## src/rtl/stepper_pkg.sv

```systemverilog
// Shared types and coil lookup tables for the step/dir receive path.
// Covers both the full-step and HALF_STEP_EN half-step coil sequences.
package stepper_pkg;

  typedef enum logic [1:0] {
    IDLE,
    FIRST,
    RUN
  } state_e;

  localparam logic DIR_FWD = 1'b1;
  localparam logic DIR_REV = 1'b0;

  localparam logic [15:0] FULL_LUT = {
    4'b1000, 4'b0100, 4'b0010, 4'b0001
  };

  localparam logic [31:0] HALF_LUT = {
    4'b1001, 4'b1000, 4'b1100, 4'b0100,
    4'b0110, 4'b0010, 4'b0011, 4'b0001
  };

  function automatic logic [3:0] full_coil(
    input logic [1:0] idx
  );
    return FULL_LUT[{idx, 2'b00} +: 4];
  endfunction

  function automatic logic [3:0] half_coil(
    input logic [2:0] idx
  );
    return HALF_LUT[{idx, 2'b00} +: 4];
  endfunction

endpackage

```

## src/rtl/step_dir_decoder_sync_edge.sv

```systemverilog
// 2-FF synchroniser plus one output register.
// EDGE=1 gives a rising-edge pulse, EDGE=0 the level, equally delayed.
module sync_edge #(
  parameter bit EDGE = 1'b1
) (
  input  logic clk,
  input  logic rst,
  input  logic d_i,
  output logic q_o
);

  logic s1_q;
  logic s2_q;

  always_ff @(posedge clk) begin
    if (!rst) begin
      s1_q <= 1'b0;
      s2_q <= 1'b0;
    end else begin
      s1_q <= d_i;
      s2_q <= s1_q;
    end
  end

  if (EDGE) begin : g_edge
    logic s3_q;
    logic q_q;
    always_ff @(posedge clk) begin
      if (!rst) begin
        s3_q <= 1'b0;
        q_q  <= 1'b0;
      end else begin
        s3_q <= s2_q;
        q_q  <= s2_q & ~s3_q;
      end
    end
    assign q_o = q_q;
  end else begin : g_level
    // Extra stage keeps dir aligned with the registered step edge
    logic q_q;
    always_ff @(posedge clk) begin
      if (!rst) q_q <= 1'b0;
      else      q_q <= s2_q;
    end
    assign q_o = q_q;
  end

endmodule

```

## src/rtl/step_dir_decoder.sv

```systemverilog
// Step/dir receiver: position count, period measure, coil phase.
// Define HALF_STEP_EN for the 8-entry half-step coil sequence.
module step_dir_decoder
  import stepper_pkg::*;
#(
  parameter int POS_W   = 32,
  parameter int PER_W   = 25,
  parameter int TIMEOUT = 12_000_000
) (
  input  logic                    clk,
  input  logic                    rst,
  input  logic                    step_in,
  input  logic                    dir_in,
  input  logic                    en,
  input  logic                    clr_pos,
  output logic                    step_evt,
  output logic signed [POS_W-1:0] position,
  output logic [PER_W-1:0]        period,
  output logic                    period_valid,
  output logic                    moving,
  output logic [3:0]              coil
);

`ifdef HALF_STEP_EN
  localparam int PH_W = 3;
`else
  localparam int PH_W = 2;
`endif

  localparam logic [PER_W-1:0] GAP_MAX = '1;
  localparam logic [PER_W-1:0] TO_LAST =
    PER_W'(TIMEOUT - 1);

  function automatic logic [3:0] lut(
    input logic [PH_W-1:0] idx
  );
`ifdef HALF_STEP_EN
    return half_coil(idx);
`else
    return full_coil(idx);
`endif
  endfunction

  logic edge_s;
  logic dir_s;
  logic acc;
  logic timeout;

  state_e state_q, state_d;
  logic [POS_W-1:0] pos_q, pos_d;
  logic [PH_W-1:0]  ph_q, ph_d;
  logic [PER_W-1:0] per_q, per_d;
  logic [PER_W-1:0] gap_q, gap_d;
  logic [PER_W-1:0] gap_inc;
  logic             pv_q, pv_d;
  logic             mov_q, mov_d;
  logic             evt_q;
  logic [3:0]       coil_q, coil_d;

  sync_edge #(.EDGE(1'b1)) u_step (
    .clk(clk),
    .rst(rst),
    .d_i(step_in),
    .q_o(edge_s)
  );

  sync_edge #(.EDGE(1'b0)) u_dir (
    .clk(clk),
    .rst(rst),
    .d_i(dir_in),
    .q_o(dir_s)
  );

  always_comb begin
    acc     = edge_s & en;
    timeout = (gap_q == TO_LAST) & ~acc;
    gap_inc = (gap_q == GAP_MAX) ? GAP_MAX
                                 : gap_q + 1'b1;
    state_d = state_q;
    pos_d   = pos_q;
    ph_d    = ph_q;
    per_d   = per_q;
    pv_d    = pv_q;
    mov_d   = mov_q;
    gap_d   = acc ? '0 : gap_inc;

    if (acc) begin
      unique case (dir_s)
        DIR_FWD: begin
          ph_d  = ph_q + 1'b1;
          pos_d = pos_q + 1'b1;
        end
        DIR_REV: begin
          ph_d  = ph_q - 1'b1;
          pos_d = pos_q - 1'b1;
        end
      endcase
    end
    if (clr_pos) pos_d = '0;

    unique case (state_q)
      IDLE: begin
        if (acc) begin
          state_d = FIRST;
          mov_d   = 1'b1;
        end
      end
      FIRST, RUN: begin
        if (acc) begin
          state_d = RUN;
          mov_d   = 1'b1;
          per_d   = gap_inc;
          pv_d    = 1'b1;
        end else if (timeout) begin
          state_d = IDLE;
          mov_d   = 1'b0;
          per_d   = '0;
          pv_d    = 1'b0;
        end
      end
      default: state_d = IDLE;
    endcase

    coil_d = en ? lut(ph_d) : 4'b0000;
  end

  always_ff @(posedge clk) begin
    if (!rst) begin
      state_q <= IDLE;
      pos_q   <= '0;
      ph_q    <= '0;
      per_q   <= '0;
      gap_q   <= '0;
      pv_q    <= 1'b0;
      mov_q   <= 1'b0;
      evt_q   <= 1'b0;
      coil_q  <= 4'b0000;
    end else begin
      state_q <= state_d;
      pos_q   <= pos_d;
      ph_q    <= ph_d;
      per_q   <= per_d;
      gap_q   <= gap_d;
      pv_q    <= pv_d;
      mov_q   <= mov_d;
      evt_q   <= acc;
      coil_q  <= coil_d;
    end
  end

  assign step_evt     = evt_q;
  assign position     = pos_q;
  assign period       = per_q;
  assign period_valid = pv_q;
  assign moving       = mov_q;
  assign coil         = coil_q;

endmodule

```

## config.mk

```make
export PLATFORM = sky130hd
export DESIGN_NAME = step_dir_decoder
export DESIGN_NICKNAME = d
export VERILOG_FILES = /design/src/rtl/stepper_pkg.sv /design/src/rtl/step_dir_decoder_sync_edge.sv /design/src/rtl/step_dir_decoder.sv
export SDC_FILE = /design/constraint.sdc
export NUM_CORES = 1
export LEC_CHECK = 0
export ABC_AREA = 1
export CAP_MARGIN = 30
export CORE_UTILIZATION = 55
export CTS_BUF_LIST = sky130_fd_sc_hd__clkbuf_4 sky130_fd_sc_hd__clkbuf_8 sky130_fd_sc_hd__clkbuf_16
export CTS_CLUSTER_SIZE = 20
export DETAILED_ROUTE_END_ITERATION = 7
export HOLD_SLACK_MARGIN = 0.12
export PLACE_DENSITY = 0.81
export SLEW_MARGIN = 10
export SYNTH_ARGS = -nofsm -noshare
export SYNTH_HDL_FRONTEND = slang
export SYNTH_HIERARCHICAL = 1
export SYNTH_SLANG_ARGS = --single-unit
```

## constraint.sdc

```tcl
create_clock -name clk -period 2.7 [get_ports clk]
set_input_delay 0.54 -clock clk [delete_from_list [all_inputs] [get_ports clk]]
set_output_delay 0.54 -clock clk [all_outputs]
set_load 0.01 [all_outputs]
```

* Yosys cells after proc, flatten, opt, wreduce, memory -nomap -nowiden
Index checks and enable logic that the tools add are counted.
** Storage, ports and cells
- ROM bits :: 0
- RAM bits :: 0
- Register bits :: 100
- Memories :: 0
- Word-level logic and storage cells :: 59
- Latch bits :: 0
** Cells by class
- $add $sub $neg :: 5
- Shift-type cells :: 1
- Bitwise logic cells :: 7
- Eq/ne operators :: 6
- Reduce and logical (&&, ||, !) cells :: 10
- $mul :: 0
- Magnitude comparators :: 0
- Multiplexer cells :: 14
- Div/mod/pow operators :: 0
** Operator list (number)
- $mux 25 :: 3
- $pmux 32 s2 :: 1
- $add 32x1->32 const B :: 1
- $sub 32x1->32 const B :: 1
- $add 25x1->25 const B :: 1
- $eq 25x24->1 const B :: 1
- $eq 25x25->1 const B :: 1
- $shiftx 16x5->4 const A :: 1
- $mux 2 :: 4
- $pmux 2 s2 :: 2
- $reduce_and 2->1 :: 3
- $reduce_or 2->1 :: 3
- $not 1->1 :: 4
- $reduce_bool 2->1 :: 2
- $and 1x1->1 :: 3
- $mux 1 :: 3
- $ne 3x3->1 const B :: 1
- $reduce_and 3->1 :: 1
- $add 2x1->2 const B :: 1
- $eq 2x1->1 const B :: 1
- $eq 2x2->1 const B :: 1
- $logic_not 2->1 :: 1
- $ne 2x2->1 const B :: 1
- $pmux 1 s2 :: 1
- $sub 2x1->2 const B :: 1

* Depth between registers and ports, before layout
- Depth in word-level cells :: 6
- Gate-level depth with buffers :: 14
- Depth with buffers taken out :: 14

* Modules after synthesis
Netlist, hierarchy kept.
** By module, submodules not included
- step_dir_decoder :: area each 6331.1 µm², sequential area each 1861.8 µm², instances 1, cells each 1072
- sync_edge at u_step :: area each 108.9 µm², sequential area each 80.1 µm², instances 1, cells each 11
- sync_edge at u_dir :: area each 82.6 µm², sequential area each 60.1 µm², instances 1, cells each 9

* Worst setup path before layout
Ideal clock, no wire load.
- Path type :: flip-flop to flip-flop
- Start :: register u_dir.g_level.q_q, in the netlist u_dir/q_o
- End :: register pos_q[28], in the netlist position[28]
- Arrival time :: 2085 ps
- Slack :: 506 ps
- Stages on the path, launching flop included :: 13
- Period minus slack after synthesis :: 2194 ps
- Setup time :: 109 ps
- Data required time :: 2591 ps
- Cells stage by stage :: dfxtp_1 > inv_1 > ha_1 > nand2_1 > inv_1 > a21oi_1 > nand3_1 > nand2_1 > nand2_1 > nand2_1 > nand3_1 > nand2_1 > inv_1
** Between the ends
- Cells in the longest elaborated chain, start to end :: 2
** RTL lines
- start: declaration :: line step_dir_decoder_sync_edge.sv:40 : logic q_q;
- start signal: assignment :: line step_dir_decoder_sync_edge.sv:43 : else q_q <= s2_q;
- $not 1->1 :: line step_dir_decoder.sv:88 : unique case (dir_s)
- $pmux 32 s2 * :: line step_dir_decoder.sv:88
- end signal: assignment :: line step_dir_decoder.sv:140 : pos_q <= pos_d;
- end: declaration :: line step_dir_decoder.sv:50 : logic [POS_W-1:0] pos_q, pos_d;
Mark *: on every way between the ends. The rest lies on a longest branch, timed or not.
A chain may end at the register's enable or synchronous reset.

* Worst setup path after layout
Same ends and word-level chain as after synthesis.

==> qor.log <==
[sta] final hold vios 0
[power_and_ir_drop] Peak VDD IR 0.356 mV
[synthesis] adder-cell share of the synthesized area 6.64%
[synthesis] Seq cells post-synth 100
[sta] final total negative setup slack 0 ns
[synthesis] largest family of logic cells by synthesized area simple AND/OR/NAND/NOR gates
[power_and_ir_drop] total design power 0.00334 W
[layout] utilization after layout 67.1%
[worst_hold_path] type of the most critical hold path reg -> reg
[cts] cts repair resizes 0
[place] number of placed cells counting well taps 1293
[detailed_routing] Post-Route WL 16.0 mm
[synthesis] basic-gate share of the synthesized area counting and, or, nand and nor cells 38.0%
[synthesis] dominant cell type by area after synthesis dfxtp_1
[sta] actual transition at the worst max-transition pin 0.723 ns
[synthesis] area share of the leading cell type in the synthesized netlist 30.7%
[floorplanning] I/O pin total 70
[synthesis] Synth Area in XOR/XNOR 3.36%
[synthesis] share of flip-flops with an asynchronous set or reset after synthesis 0%
[global_route] number of global-route vias before repair 5893
[power_and_ir_drop] power density over the cells 434 mW/mm2
[sta] final period utilization 87.4%
[synthesis] most common library cells after synthesis nand2_1 (370), inv_1 (205), nor2_1 (136), dfxtp_1 (100), nand3_1 (73)
[synthesis] Synth Instances 1092
[synthesis] post-synth net total 1132
[detailed_routing] Initial DRT Pass Iterations 5
[cts] clk sinks 100
[floorplanning] starting density of the core 56.9%
[place] Port-buffer cells 69
[floorplanning] Rows 39
[power_and_ir_drop] static leakage 4.13 nW
[cts] clock transition time at the flip-flop clock pins of the worst setup and hold paths 0.07 ns
[detailed_routing] routed len/inst 12.2 um
[synthesis] count of flip-flops with a built-in enable after synthesis 0
[synthesis] fraction of synthesized area in multiplexers 0%
[critical_path] kind of end point of the critical path flop
[sta] relative slew slack 51.6%
[cts] Root Driver clkbuf_16
[critical_path] category of the worst setup path launch point flop
[detailed_routing] DRC violation count after routing 0
[run] maximum capacitance violations 0
[synthesis] most instantiated library cell after synthesis nand2_1
[sta] clock skew after layout 0.0103 ns
[detailed_routing] routed via count divided by cell count 4.92
[critical_path] required time at the worst-slack endpoint 2.96 ns
[place] routability congestion estimate from global placement 0.935
[synthesis] cell area after technology mapping 0.00652 mm2
[global_route] wire length of the first global-routing pass 27.0 mm
[critical_path] arrival time at the worst endpoint 2.62 ns
[synthesis] count of synthesis-stage warnings from yosys 6
[synthesis] count of distinct cell types in the synthesized netlist 32
[detailed_routing] antenna-violating nets left 0
[floorplanning] area inside the core boundary 0.0115 mm2
[cts] Num CTS Buffers 9
[synthesis] post-synthesis compound-gate area fraction 7.86%
[cts] number of H-tree levels 3
[floorplanning] die boundary width 111 um
[outcome] outcome complete, no violations
[synthesis] main area contributors after synthesis dfxtp_1 (31%), nand2_1 (21%), inv_1 (12%)
[sta] max-slew violation count 0
[layout] post-synthesis to final-layout area growth 18.0%
[detailed_routing] detailed router's first-iteration violation count 322
[detailed_routing] DR vias 6439
[synthesis] most used flip-flop cell after synthesis dfxtp_1
[cts] buffers inserted during post-CTS setup optimization 0
[place] final HPWL from detailed placement 11.9 mm
[global_route] maximum number of pins on one net before global-route repair 56
[layout] post-layout net count 1201
[synthesis] synthesized area divided by synthesized cell count 5.97 um2
[sta] highest clock frequency the design can meet 424 MHz
[cts] clock tree from TritonCTS built
[layout] layout cells sized above 1 3.26%
[synthesis] sequential element share of the synthesized area 30.7%
[sta] setup repair after global routing missed its margin no
[critical_path] maximum fanout encountered on the critical timing path 32
[sta] minimum clock period 2.36 ns
[floorplanning] die footprint 0.0123 mm2
[cts] hold_buf cts 0
[cts] CTS max path bufs 2
[sta] Finish-stage setup viols 0
[layout] antenna cell count 0
[floorplanning] die span in y 111 um
[global_route] initial antenna violation count 0
[cts] Worst-Skew Late Latency 0.36 ns
[global_route] total overflow reported by the global router 0
[global_route] aggregate global-route resource usage 26.9%
[layout] number of cells in the finished layout apart from fillers 1309
[sta] Hold Worst Slack 0.402 ns
[critical_path] crit path kind reg -> reg
## metrics by stage
step	setup slack, ns	cell area, um2
floorplan	0.506	6520
global placement	0.237	7360
detailed placement	0.150	7360
CTS	0.335	7700
global route	0.0547	7700
finish	0.339	7700
## worst paths after layout
check                                        start           end  slack [ns]  cells after the start
worst max-delay path                     u_dir/q_o  position[28]        0.34                     13
worst min-delay path            u_step/g_edge.s3_q    u_step/q_o        0.40                      1
worst max register to register           u_dir/q_o  position[28]        0.34                     13
worst min register to register  u_step/g_edge.s3_q    u_step/q_o        0.40                      1
## cells in the final DEF, fill, tap and decap left out, types with 5 or more instances in the layout
cell type	n
a21oi_1	65
buf_4	10
clkbuf_16	9
clkdlybuf4s50_1	69
dfxtp_1	100
ha_1	33
inv_1	205
nand2_1	370
nand3_1	73
nand4_1	7
nor2_1	136
nor3_1	7
o21ai_0	23
xnor2_1	5
xor2_1	20
## sequential cells by signal (all words and copies together), names as in the netlist, 2 cells and up
| signal | cells |
|---|---|
| coil | 4 |
| ph_q | 2 |
| position | 32 |
| state_q | 2 |
| period | 25 |
| gap_q | 25 |
## critical path, cell delays in order, from the launching register on
cell and delay (ns):
dfxtp_1 0.34, inv_1 0.06, buf_4 0.32, ha_1 0.37, nand2_1 0.14, nand3_1 0.20, nand3_1 0.14, nand3_1 0.19
nand2_1 0.18, nand2_1 0.07, nand2_1 0.06, nand3_1 0.06, nand2_1 0.09, inv_1 0.03
## layer usage
layer	share of wire (%)	track usage, %
met1	45	33.2
met2	48	46.5
met3	4.4	3.77
met4	2.7	11.8
met5	0	0
## area by class of cell
class | instances | area, um2
clock inverters | 5 | 82.6
multi-input cells | 765 | 3640
well taps | 143 | 179
repair buffers | 79 | 766
inverters | 206 | 773
fillers | 1070 | 3770
clock buffers | 11 | 253
flip-flops and latches | 100 | 2000
## cell families after synthesis
logic type                 Yosys count
adders and majority gates           34
AOI/OAI and AO/OA                   98
buffers and inverters              227
and+or+nand+nor                    608
xor gates and xnor gates            25
DFF                                100
## power by group
group	leakage (nW)	internal [W]	switching (W)	total [W]
Clock	0.166	0.000867	0.000597	0.00146
Combinational	3.16	0.000127	0.000250	0.000377
Sequential	0.808	0.00149	0.0000106	0.00150
Total	4.13	0.00248	0.000857	0.00334
(Power assumes the default switching activity.)
